<file path="config.mk">
export PLATFORM = sky130hd
export DESIGN_NAME = iecdrv_sd_arbiter
export DESIGN_NICKNAME = d
export VERILOG_FILES = /design/src/rtl/iecdrv_sd_arbiter.sv
export SDC_FILE = /design/constraint.sdc
export NUM_CORES = 1
export LEC_CHECK = 0
export CAP_MARGIN = 20
export CORE_MARGIN = 4
export CORE_UTILIZATION = 40
export CTS_BUF_LIST = sky130_fd_sc_hd__clkbuf_8 sky130_fd_sc_hd__clkbuf_16
export CTS_CLUSTER_SIZE = 16
export DETAILED_ROUTE_END_ITERATION = 8
export PLACE_DENSITY = 0.84
export SYNTH_ARGS = -nofsm -noshare
export SYNTH_HDL_FRONTEND = slang
export SYNTH_SLANG_ARGS = --single-unit
</file>
<file path="constraint.sdc">
create_clock -name clk -period 4 [get_ports clk]
set_clock_uncertainty 0.05 [all_clocks]
set_input_delay 0.6 -clock clk [delete_from_list [all_inputs] [get_ports clk]]
set_output_delay 0.6 -clock clk [all_outputs]
set_load 0.01 [all_outputs]
</file>
<file path="src/rtl/iecdrv_sd_arbiter.sv">
// Round-robin arbiter sharing one host SD block-transfer port between up to
// four drive track loaders; forwards one whole-track request at a time.
module iecdrv_sd_arbiter #(
    parameter int NDRV = 2
) (
    input  logic              clk,
    input  logic              reset_n,
    input  logic [NDRV*32-1:0] req_lba,
    input  logic [NDRV*6-1:0] req_sz,
    input  logic [NDRV-1:0]   req_rd,
    input  logic [NDRV-1:0]   req_wr,
    output logic [NDRV-1:0]   req_ack,
    output logic [31:0]       sd_lba,
    output logic [5:0]        sd_sz,
    output logic              sd_rd,
    output logic              sd_wr,
    input  logic              sd_ack,
    output logic [1:0]        sd_drv,
    output logic              busy
);

    typedef enum logic [1:0] {IDLE, REQ, XFER, GAP} state_t;

    state_t           state_reg, state_next;
    logic [31:0]      lba_reg, lba_next;
    logic [5:0]       sz_reg, sz_next;
    logic             rd_reg, rd_next;
    logic             wr_reg, wr_next;
    logic [NDRV-1:0]  ack_reg, ack_next;
    logic [1:0]       drv_reg, drv_next;
    logic             busy_reg, busy_next;
    logic [1:0]       last_reg, last_next;

    // Requests padded to four slots so selection can index any 2-bit drive.
    logic [31:0] lba_arr [4];
    logic [5:0]  sz_arr  [4];
    logic [3:0]  pend;
    logic [3:0]  wr_vec;

    generate
        for (genvar gi = 0; gi < 4; gi++) begin : g_slot
            if (gi < NDRV) begin : g_used
                assign lba_arr[gi] = req_lba[32*gi +: 32];
                assign sz_arr[gi]  = req_sz[6*gi +: 6];
                assign pend[gi]    = req_rd[gi] | req_wr[gi];
                assign wr_vec[gi]  = req_wr[gi];
            end else begin : g_unused
                assign lba_arr[gi] = '0;
                assign sz_arr[gi]  = '0;
                assign pend[gi]    = 1'b0;
                assign wr_vec[gi]  = 1'b0;
            end
        end
    endgenerate

    // Search starts one past the last completed grant and wraps modulo NDRV.
    logic [1:0] sel;
    logic       found;

    always_comb begin
        logic [2:0] cand;
        sel   = '0;
        found = 1'b0;
        cand  = '0;
        for (int k = 1; k <= NDRV; k++) begin
            cand = {1'b0, last_reg} + 3'(k);
            if (cand >= 3'(NDRV)) begin
                cand = cand - 3'(NDRV);
            end
            if (!found && pend[cand[1:0]]) begin
                found = 1'b1;
                sel   = cand[1:0];
            end
        end
    end

    always_comb begin
        state_next = state_reg;
        lba_next   = lba_reg;
        sz_next    = sz_reg;
        rd_next    = rd_reg;
        wr_next    = wr_reg;
        ack_next   = ack_reg;
        drv_next   = drv_reg;
        busy_next  = busy_reg;
        last_next  = last_reg;
        unique case (state_reg)
            IDLE: begin
                if (found && !sd_ack) begin
                    lba_next   = lba_arr[sel];
                    sz_next    = sz_arr[sel];
                    drv_next   = sel;
                    busy_next  = 1'b1;
                    wr_next    = wr_vec[sel];
                    rd_next    = ~wr_vec[sel];
                    state_next = REQ;
                end
            end
            REQ: begin
                if (sd_ack) begin
                    rd_next    = 1'b0;
                    wr_next    = 1'b0;
                    ack_next   = NDRV'(1) << drv_reg;
                    state_next = XFER;
                end
            end
            XFER: begin
                if (!sd_ack) begin
                    ack_next   = '0;
                    last_next  = drv_reg;
                    state_next = GAP;
                end
            end
            GAP: begin
                busy_next  = 1'b0;
                state_next = IDLE;
            end
            default: state_next = IDLE;
        endcase
    end

    always_ff @(posedge clk) begin
        if (!reset_n) begin
            state_reg <= IDLE;
            lba_reg   <= '0;
            sz_reg    <= '0;
            rd_reg    <= 1'b0;
            wr_reg    <= 1'b0;
            ack_reg   <= '0;
            drv_reg   <= '0;
            busy_reg  <= 1'b0;
            last_reg  <= 2'(NDRV - 1);
        end else begin
            state_reg <= state_next;
            lba_reg   <= lba_next;
            sz_reg    <= sz_next;
            rd_reg    <= rd_next;
            wr_reg    <= wr_next;
            ack_reg   <= ack_next;
            drv_reg   <= drv_next;
            busy_reg  <= busy_next;
            last_reg  <= last_next;
        end
    end

    assign req_ack = ack_reg;
    assign sd_lba  = lba_reg;
    assign sd_sz   = sz_reg;
    assign sd_rd   = rd_reg;
    assign sd_wr   = wr_reg;
    assign sd_drv  = drv_reg;
    assign busy    = busy_reg;

endmodule

</file>
==> reports/metrics.cfg <==
[sta]
final_cycle_share_pct = 57.93
hold_slack_ps = 444.8
finalCriticalPeriod_ps = 2317
totalNegativeSetupSlack_ps = 0
finalHoldViolations = 0
setup-violations-final = 0
maxSlewViolCount = 0
rel_slew_slack_pct = 46.51
tightest_slew_ps = 799.9
unrepaired_setup_endpoints_after_global_routing = false
clock.fmax_ghz = 0.4315

[logic_synthesis]
number_of_flip_flops_and_latches_in_the_synthesized_netlist = 49
syn-instance-count = 284
synth_top_cell_by_area = sky130_fd_sc_hd__dfxtp_1
synth-edff-count = 0
synth.lib_cells_used.distinct = 34
asyncSetResetFlopFracSynth_pct = 0
synth_top_cell_area_share_pct = 43.73
synth_top_cells_by_count = 84 x sky130_fd_sc_hd__nand2_1, 49 x sky130_fd_sc_hd__dfxtp_1, 41 x sky130_fd_sc_hd__o21ai_0
yosys_most_used_dff = sky130_fd_sc_hd__dfxtp_1
post_synth_instance_area_sq_um = 2243
synth.top_cells.by_area = sky130_fd_sc_hd__dfxtp_1 44%, sky130_fd_sc_hd__nand2_1 14%, sky130_fd_sc_hd__a31oi_1 11%, sky130_fd_sc_hd__o21ai_0 9.1%, sky130_fd_sc_hd__ha_1 2.8%
synth.avg_cell_area_sq_um = 7.899
syn_nets = 372
sequential_element_share_of_the_synthesized_area_pct = 43.73
synth_most_common_cell = sky130_fd_sc_hd__nand2_1
synthesis.yosys.warnings = 0

[clock_tree]
tritoncts = built
insertion_delay_ps = 290
tritoncts.num_buffers = 5
cts_hold_buffers = 0
htreeDepth = 2
postCtsResizedCells = 0
clk_pin_slew_worst_paths_ps = 80
clock_sink_count = 49
ctsRootBufferMaster = sky130_fd_sc_hd__clkbuf_8
ctsLongestPathBuffers = 2
post-cts-setup-buffer-count = 0

[routing]
maxUsedRoutingLayer = met4
drcViolationCount = 0
drt-wirelength-per-cell_microns = 14.04
initial_drc_count = 125
via_per_inst = 5.101
postRouteWirelength_mm = 6.642
routedLengthMet1_mm = 2.886
wl_met3_microns = 577
wl_met2_mm = 3.061
detail_route.first_pass.iterations = 4
drt.antenna.violating_nets = 0
detailroute.via_count = 2413

[floorplan]
die_area_sq_um = 6871
floorplan.initialDensity_pct = 40.99
die_h_microns = 82.89
die_x_microns = 82.89
num_io_pins = 128
fp.coreArea_sq_um = 5473
floorplan.rows = 27

[cells_and_area]
antenna_cell_count = 0
n_fill_cell = 489
post_route_cells_drive_above_1_share_pct = 4.239
area_growth_syn_to_layout_pct = 62.80
layout.cell_area.non_filler_sq_um = 3652
number_of_nets_in_the_final_layout = 489
largest_register_ffs = 32

[placement]
routability_cong = 0.8130
hpwl_mm = 4.957
port-buffer-count = 127
placement.cell_area_sq_um = 3548

[power_and_ir_drop]
power_density_of_the_placed_cells_nw_per_um2 = 521.1
power.leakage_nw = 1.389
vdd_drop_max_mv = 0.2859

[worst_setup_path]
worst-path-max-fanout = 43
startpoint_type = input pin
crit_arrival_ps = 2480
critical-path-max-stage-delay_ps = 590
timing.critical_path.slowest_stage_cell = sky130_fd_sc_hd__clkdlybuf4s50_1
critical_path.startpoint = req_rd[1]
cp.required_ps = 4170
cp_cell_sequence = clkdlybuf4s50_1 -> o21bai_2 -> a2111oi_4 -> buf_4 -> o211ai_1 -> a21boi_0
worst-setup-path-type = in2reg
cpLargestDelayFamily = buffers and inverters
r2r_start = state_reg[1]$_SDFFE_PN0P_
end_kind = register
cp_num_buf_inv = 2

[outcome]
run_status = finished, final reports clean

[global_route]
grt_pass1_vias = 2387
global_route_wire_length_before_repair_mm = 10.92
grt_util_all_layers_pct = 18.80
maximum_number_of_pins_on_one_net_before_global_route_repair = 44
globalRouteOverflowTotal = 0
initial_antenna_violation_count = 0

[flow_run]
max_cap_violations = 0

[hold_path]
min-delay-path-class = reg2reg
holdCritStartpoint = sd_rd$_SDFFE_PN0P_

-- cell type report --
type / count / area (sq um) / area share, %
tap: 72 / 90.09 / 2.467
sequential: 49 / 980.9 / 26.86
clock buffer: 5 / 68.82 / 1.884
clock inverter: 2 / 35.03 / 0.9592
inverter: 5 / 18.77 / 0.5139
multi-input combinational: 208 / 1150 / 31.48
timing repair buffer: 132 / 1309 / 35.83
-- through the flow --
step | util (%) | setup slack (ps) | cells | power [mW]
6_report | 66.74 | 1683 | 473 | 1.903
5_1_grt | 66.74 | 1510 | 473 | 2.032
4_1_cts | 66.74 | 1688 | 473 | 1.921
3_5_place_dp | 64.84 | 1386 | 466 | 1.581
3_3_place_gp | 64.84 | 1492 | 466 | 1.556
2_1_floorplan | - | 2147 | 284 | 1.163
-- cell usage in the layout, fill, tap and decap left out, drive strengths merged, types with 2 or more instances in the layout --
| cell type | synthesis | routed |
|---|---|---|
| clkdlybuf4s50 | 0 | 127 |
| nand2 | 84 | 84 |
| dfxtp | 49 | 49 |
| o21ai | 41 | 41 |
| a31oi | 38 | 38 |
| inv | 5 | 5 |
| ha | 5 | 5 |
| clkbuf | 15 | 5 |
| buf | 7 | 5 |
| and2 | 4 | 4 |
| nor2b | 4 | 4 |
| mux2i | 4 | 4 |
| nor2 | 2 | 2 |
| nor3b | 2 | 2 |
| nand2b | 2 | 2 |
| a21oi | 2 | 2 |
| mux2 | 2 | 2 |
| o21a | 2 | 2 |
| a2111oi | 2 | 2 |
-- worst min-delay path: cells and delay by family, from the launching register on --
family	cells	cell delay [ps]
muxes	1	70
DFF	1	320
and+or+nand+nor	1	60
-- final timing paths --
| check | endpoint | cells past startpoint | slack (ps) |
|---|---|---|---|
| worst max-delay path | sd_drv[0]$_SDFFE_PN0P_ | 6 | 1680 |
| worst min-delay path | sd_rd$_SDFFE_PN0P_ | 2 | 440 |
| worst max register to register | sd_drv[0]$_SDFFE_PN0P_ | 7 | 2020 |
| worst min register to register | sd_rd$_SDFFE_PN0P_ | 2 | 440 |
-- cell families (layout without fill, tap and decap cells) --
| logic type | after synthesis | in the layout | share of synthesized area, % |
|---|---|---|---|
| AND/OR/NAND/NOR | 102 | 102 | 19.30 |
| AO/OA/AOI/OAI | 95 | 95 | 26.38 |
| multiplexers | 6 | 6 | 2.789 |
| adder cells (fa/ha/maj) | 5 | 5 | 2.789 |
| buffers and inverters | 27 | 144 | 5.020 |
| flip-flops | 49 | 49 | 43.73 |
-- power by group --
| group | switching, mW | internal (mW) |
|---|---|---|
| registers | 0.0721 | 0.627 |
| logic | 0.418 | 0.448 |
| clock network | 0.156 | 0.182 |
-- metal layers --
layer,up-vias,global-route usage [%]
met5,-,0
met4,0,5.944
met1,1083,21.72
met2,94,32.00
met3,13,7.143
li1,1223,-
(Power assumes the default switching activity.)
